## config.mk

```make
export PLATFORM = sky130hd
export DESIGN_NAME = ntt_coef_loader
export DESIGN_NICKNAME = d
export VERILOG_FILES = /design/src/rtl/ntt_coef_loader.sv
export SDC_FILE = /design/constraint.sdc
export NUM_CORES = 1
export LEC_CHECK = 0
export ABC_CLOCK_PERIOD_IN_PS = 3740
export CAP_MARGIN = 20
export CORE_MARGIN = 2
export CORE_UTILIZATION = 55
export CTS_BUF_LIST = sky130_fd_sc_hd__clkbuf_2
export CTS_CLUSTER_DIAMETER = 50
export DETAILED_ROUTE_END_ITERATION = 10
export PLACE_DENSITY = 0.87
export SETUP_SLACK_MARGIN = 0.3
export SLEW_MARGIN = 10
export SYNTH_ARGS = -nofsm -noshare
export SYNTH_HDL_FRONTEND = slang
export SYNTH_SLANG_ARGS = --single-unit
```

## constraint.sdc

```tcl
create_clock -name clk -period 3.74 [get_ports clk]
set_input_delay 0.374 -clock clk [delete_from_list [all_inputs] [get_ports clk]]
set_output_delay 0.374 -clock clk [all_outputs]
set_load 0.02 [all_outputs]
```

## src/rtl/ntt_coef_loader.sv

```systemverilog
// Streams packed coefficient pairs into the NTT wrap core input memory, reducing each once mod Q.
// Write latency is 1 cycle from accept; s_ready is high only in LOAD, so upstream stalls elsewhere.
module ntt_coef_loader #(
    parameter int N            = 256,
    parameter int Q            = 3329,
    parameter int INIT_TIMEOUT = 4096
) (
    input  logic                   clk,
    input  logic                   rst,
    input  logic                   load_start,
    input  logic                   s_valid,
    output logic                   s_ready,
    input  logic [31:0]            s_data,
    input  logic                   init_done,
    output logic                   we,
    output logic [$clog2(N)-1:0]   address_ina,
    output logic [$clog2(N)-1:0]   address_inb,
    output logic [15:0]            data_ina,
    output logic [15:0]            data_inb,
    output logic                   load_busy,
    output logic                   load_done,
    output logic                   err_range,
    output logic                   err_timeout
);

    localparam int AW = $clog2(N);
    localparam int KW = AW - 1;
    localparam int TW = $clog2(INIT_TIMEOUT);

    typedef enum logic [2:0] {
        IDLE      = 3'd0,
        LOAD      = 3'd1,
        FLUSH     = 3'd2,
        WAIT_INIT = 3'd3,
        DONE      = 3'd4
    } state_t;

    state_t          r_state;
    logic [KW-1:0]   r_k;
    logic [TW-1:0]   r_timer;
    logic            r_we;
    logic [AW-1:0]   r_addr_a;
    logic [AW-1:0]   r_addr_b;
    logic [15:0]     r_data_a;
    logic [15:0]     r_data_b;
    logic            r_err_range;
    logic            r_err_timeout;

    logic            w_accept;
    logic [15:0]     w_coef_a;
    logic [15:0]     w_coef_b;
    logic            w_out_of_range;
    logic            w_last_pair;

    function automatic logic [15:0] reduce_once(input logic [15:0] c);
        return (c >= 16'(Q)) ? c - 16'(Q) : c;
    endfunction

    assign s_ready        = (r_state == LOAD);
    assign w_accept       = s_valid && s_ready;
    assign w_coef_a       = s_data[15:0];
    assign w_coef_b       = s_data[31:16];
    // Anything at or above 2Q cannot be brought into range by one subtraction.
    assign w_out_of_range = (w_coef_a >= 16'(2 * Q)) || (w_coef_b >= 16'(2 * Q));
    assign w_last_pair    = (r_k == KW'(N / 2 - 1));

    always_ff @(posedge clk) begin
        if (!rst) begin
            r_state       <= IDLE;
            r_k           <= '0;
            r_timer       <= '0;
            r_we          <= 1'b0;
            r_addr_a      <= '0;
            r_addr_b      <= '0;
            r_data_a      <= '0;
            r_data_b      <= '0;
            r_err_range   <= 1'b0;
            r_err_timeout <= 1'b0;
        end else begin
            r_we <= w_accept;
            if (w_accept) begin
                r_addr_a <= {r_k, 1'b0};
                r_addr_b <= {r_k, 1'b1};
                r_data_a <= reduce_once(w_coef_a);
                r_data_b <= reduce_once(w_coef_b);
                r_k      <= r_k + KW'(1);
                if (w_out_of_range) begin
                    r_err_range <= 1'b1;
                end
            end

            case (r_state)
                IDLE, DONE: begin
                    if (load_start) begin
                        r_state       <= LOAD;
                        r_k           <= '0;
                        r_timer       <= '0;
                        r_err_range   <= 1'b0;
                        r_err_timeout <= 1'b0;
                    end
                end
                LOAD: begin
                    if (w_accept && w_last_pair) begin
                        r_state <= FLUSH;
                    end
                end
                FLUSH: begin
                    r_state <= WAIT_INIT;
                end
                WAIT_INIT: begin
                    // init_done wins over a timeout landing in the same cycle.
                    if (init_done) begin
                        r_state <= DONE;
                    end else if (r_timer == TW'(INIT_TIMEOUT - 1)) begin
                        r_state       <= DONE;
                        r_err_timeout <= 1'b1;
                    end else begin
                        r_timer <= r_timer + TW'(1);
                    end
                end
                default: begin
                    r_state <= IDLE;
                end
            endcase
        end
    end

    assign we          = r_we;
    assign address_ina = r_addr_a;
    assign address_inb = r_addr_b;
    assign data_ina    = r_data_a;
    assign data_inb    = r_data_b;
    assign load_busy   = (r_state == LOAD) || (r_state == FLUSH) || (r_state == WAIT_INIT);
    assign load_done   = (r_state == DONE);
    assign err_range   = r_err_range;
    assign err_timeout = r_err_timeout;

endmodule

```

== Yosys cells after proc, flatten, opt, wreduce, memory -nomap -nowiden ==
Index checks and enable logic that the tools add are counted.

* Register bits after elaboration: 72
* Input bits: 37
* Output and inout bits: 54
* Logic and storage cells: 63

* Add/sub/neg operators: 4
* Magnitude comparators: 4
* Equality and inequality tests: 12
* Multiplexer cells: 22
* Reductions and logical operators: 11

{| class="wikitable"
|+ Operators by type and width
! operator !! number
|-
| $mux 12 || 3
|-
| $ge 16x12->1 const B || 2
|-
| $ge 16x13->1 const B || 2
|-
| $mux 16 || 2
|-
| $sub 16x12->16 const B || 2
|-
| $pmux 12 s2 || 1
|-
| $mux 7 || 3
|-
| $add 12x1->12 const B || 1
|-
| $eq 12x12->1 const B || 1
|-
| $mux 3 || 4
|-
| $pmux 3 s4 || 1
|-
| $ne 2x2->1 const B || 4
|-
| $reduce_and 4->1 || 2
|-
| $add 7x1->7 const B || 1
|-
| $eq 7x7->1 const B || 1
|-
| $mux 1 || 7
|-
| $eq 3x2->1 const B || 2
|-
| $eq 3x1->1 const B || 1
|-
| $eq 3x3->1 const B || 1
|-
| $logic_not 3->1 || 1
|-
| $logic_or 1x1->1 || 3
|-
| $ne 3x3->1 const B || 1
|-
| $reduce_and 3->1 || 1
|-
| $logic_and 1x1->1 || 2
|-
| other kinds (4) || 4
|}

== Logic depth before layout (Yosys ltp) ==
* Depth after elaboration: 6
* Gate-level depth with buffers: 8

== Worst setup path after synthesis ==
OpenSTA, ideal clock, no wires.

* Path type: input port to flip-flop
* Start point: input port s_data[0]
* End point: register r_data_a[14], in the netlist data_ina[14]
* Setup time: 0.086 ns
* Arrival: 1.730 ns
* Required time: 3.654 ns
* Setup slack: 1.924 ns
* Stages: 7
* Buffers on the path: 0
* Cell sequence: inv_1 > ha_1 > nor4b_1 > a21o_1 > nand3_1 > xor2_1 > a211oi_1

* Word-level cells in the longest chain between the ends: 2
* Elaborated cells on any way between the ends: 3

{| class="wikitable"
|+ Ends and longest elaborated chain
! element !! line !! text
|-
| start: declaration || 13 || <nowiki>input logic [31:0] s_data,</nowiki>
|-
| $sub 16x12->16 / $ge 16x12->1 (equally long branches) || 56 || <nowiki>return (c >= 16'(Q)) ? c - 16'(Q) : c;</nowiki>
|-
| $mux 16 (*) || 56 ||
|-
| end signal: assignment || 84 || <nowiki>r_data_a <= reduce_once(w_coef_a);</nowiki>
|-
| end: declaration || 44 || <nowiki>logic [15:0] r_data_a;</nowiki>
|}

Every way passes the cells marked *; elsewhere a longest branch is shown, timed or not.
A chain may end at the register's enable or synchronous reset.

== Final worst setup path ==
* Start point: input port s_data[16]
* End point: register r_data_b[9], in the netlist data_inb[9]

* Word-level cells in the longest chain between the ends: 2
* Elaborated cells on any way between the ends: 3

{| class="wikitable"
|+ Ends and longest elaborated chain
! element !! line !! text
|-
| $sub 16x12->16 / $ge 16x12->1 (equally long branches) || 56 ||
|-
| $mux 16 (*) || 56 ||
|-
| end signal: assignment || 85 || <nowiki>r_data_b <= reduce_once(w_coef_b);</nowiki>
|-
| end: declaration || 45 || <nowiki>logic [15:0] r_data_b;</nowiki>
|}

Marked as above.

==> flow_metrics.py <==
metrics = {
    "outcome": {
        "status": "finished, final reports clean",
    },
    "sta": {
        "drv_slew": 0,
        "clock_skew_ps": 18.0,
        "setup_tns_ps": 0,
        "slew_headroom": 0.599,
        "rsz0062_at_grt": "false",
        "min_period_over_period": 0.635,
        "finalHoldViolations": 0,
        "setup_viol": 0,
        "worst_pin_slew_ps": 601,
        "max_freq_mhz": 421,
        "period_needed_ps": 2380,
    },
    "die": {
        "die_w_um": 83.8,
        "die_h_um": 83.8,
        "dieArea_um2": 7030,
        "io-pin-count": 91,
        "initial_core_util": 0.562,
        "rows": 29,
        "fp.coreArea_um2": 6240,
    },
    "clock_tree": {
        "clkSinkCount": 65,
        "htree_levels": 3,
        "cts_tree": "done",
        "clk_path_buf_depth": 2,
        "cts.clk_slew.worst_paths_ps": 170,
        "cts_inserted_buffers": 9,
        "clk_latency_ps": 470,
        "ctsHoldBuffers": 0,
        "cts_root_buf": "clkbuf_2",
        "cts_setup_buffers": 0,
        "cts_resized": 0,
    },
    "global_routing": {
        "grt_use_total": 0.255,
        "overflow": 0,
        "grt_pass1_vias": 3090,
        "antenna_found_initial": 0,
        "grt_max_degree": 45,
        "grt_pass1_wl_um": 14500,
    },
    "placement": {
        "gp_congestion": 0.905,
        "dpl.hpwl_um": 6250,
        "postPlaceCellArea_um2": 4390,
        "numPortBuffers": 89,
    },
    "synthesis": {
        "yosysWarnings": 0,
        "yosysSeqAreaShare": 0.371,
        "synth-main-ff-cell": "dfxtp_1",
        "syn-num-nets": 463,
        "synth.distinct_cells": 64,
        "syn_avg_cell_area_um2": 8.39,
        "synth_seq_cells": 65,
        "async_flop_share": 0,
        "synth_edf_count": 0,
        "synth_area_um2": 3510,
        "syn_inst": 418,
    },
    "layout": {
        "final_nets": 539,
        "mostFrequentLayoutCell": "clkdlybuf4s50_1",
        "design_area_um2": 4470,
        "drive_above_1_share": 0.0783,
        "area_growth_pct": 27.4,
        "mostFrequentLayoutCells": "clkdlybuf4s50_1, dfxtp_1, a21oi_1",
        "n_antenna_cell": 0,
    },
    "drt": {
        "drt-initial-drc-count": 134,
        "drc": 0,
        "wl_met3_um": 646,
        "vias_per_cell": 5.88,
        "wl_um": 8690,
        "vias": 3380,
        "post_drt_wl_per_cell_um": 15.1,
        "m1WireLength_um": 3800,
        "met2_length_um": 4050,
        "antenna_left": 0,
        "highest_layer": "met4",
        "drtPass1Iterations": 5,
    },
    "pwr": {
        "ir_worst_vdd_mv": 0.229,
        "powerDensity_nw_per_um2": 321,
        "total_leakage_power_nw": 1.51,
    },
    "job": {
        "max_cap_violations": 0,
    },
    "setup_path": {
        "cp.arrival_ps": 2780,
        "worstSetupPathType": "input pin to flop",
        "crit_fanout": 12,
        "worstSetupEndpointType": "flop",
        "start_kind": "input pin",
        "cp_data_required_time_ps": 4140,
    },
    "worst_hold_path": {
        "hp-class": "flop to flop",
    },
}
==> stage by stage <==
step                power, W   util  hold WS [ps]  setup slack [ps]  std cells
floorplan           0.000959      -           447              1920        418
global placement     0.00112  0.704           439               972        560
detailed placement   0.00113  0.704           462               887        560
CTS                  0.00144  0.716           483              1350        575
global route         0.00151  0.716           508              1230        575
finish               0.00143  0.716           478              1360        575
==> flip-flops by register name, summed over array words and instances (netlist names) <==
register	count
address_inb	8
data_ina	16
data_inb	16
err_range	1
err_timeout	1
r_k	7
r_state	3
r_timer	12
we	1
==> logic make-up (layout without fill, tap and decap cells) <==
logic type / after synthesis / after routing / share of synthesized area
flops: 65 / 65 / 0.371
mux: 4 / 4 / 0.0114
simple gates: 140 / 140 / 0.214
buf+inv: 38 / 118 / 0.0535
fa+ha+maj: 8 / 8 / 0.0286
other cells: 1 / 1 / 0.00107
compound gates: 128 / 128 / 0.236
xor+xnor: 34 / 34 / 0.0849
==> layout make-up <==
type | instances | area (um2)
clock buffer | 10 | 50.0
clock inverter | 5 | 23.8
fill | 521 | 1780
inverter | 9 | 33.8
multi-input combinational | 315 | 2030
sequential | 65 | 1300
tap | 77 | 96.3
timing repair buffer | 94 | 928
==> layer usage <==
| metal | GRT usage | vias to the layer above |
|---|---|---|
| met4 | 0.0880 | 0 |
| met3 | 0.0811 | 17 |
| li1 | - | 1668 |
| met5 | 0 | - |
| met1 | 0.329 | 1557 |
| met2 | 0.402 | 138 |
==> worst paths after layout <==
path | to | start | cells after the start | slack (ps)
setup reg to reg | r_state[0] | r_state[0] | 6 | 1640
hold / removal | address_inb[5] | address_inb[5] | 2 | 480
setup / recovery | data_inb[9] | s_data[16] | 8 | 1360
hold reg to reg | address_inb[5] | address_inb[5] | 2 | 480
==> power by group <==
part           total (W)  leakage, nW  internal, W  switching, W
combinational   0.000361        0.934     0.000162      0.000199
clock           0.000316       0.0503    0.0000791      0.000237
sequential      0.000757        0.528     0.000730     0.0000270
==> Yosys cell counts (3+ instances only) <==
cell	instances	area share
buf_2	9	0.013
and4_1	3	0.0075
or3_1	5	0.0089
buf_4	9	0.019
nor3_1	10	0.014
nand2_1	34	0.036
o21ai_0	32	0.046
clkbuf_1	11	0.012
nand3_1	12	0.017
o311a_1	4	0.011
a31oi_1	5	0.0089
a311oi_1	3	0.0075
o22ai_1	4	0.0071
a211oi_1	6	0.013
or4_1	5	0.011
ha_1	8	0.029
nor2_1	40	0.043
o21ai_1	3	0.0043
a21oi_1	43	0.061
nor4_1	4	0.0071
nand4_1	3	0.0054
xnor2_1	21	0.052
o211ai_1	7	0.015
inv_1	8	0.0086
xor2_1	13	0.032
or2_2	3	0.0054
mux2i_1	4	0.011
dfxtp_1	65	0.37
==> worst max-delay path: stages <==
cell and delay [ps]:
clkdlybuf4s50_1 550, inv_1 110, ha_1 220, nor3b_2 190, a31oi_2 530, nor2_2 180, or3_1 370, a311oi_1 250
(Power assumes the default switching activity.)
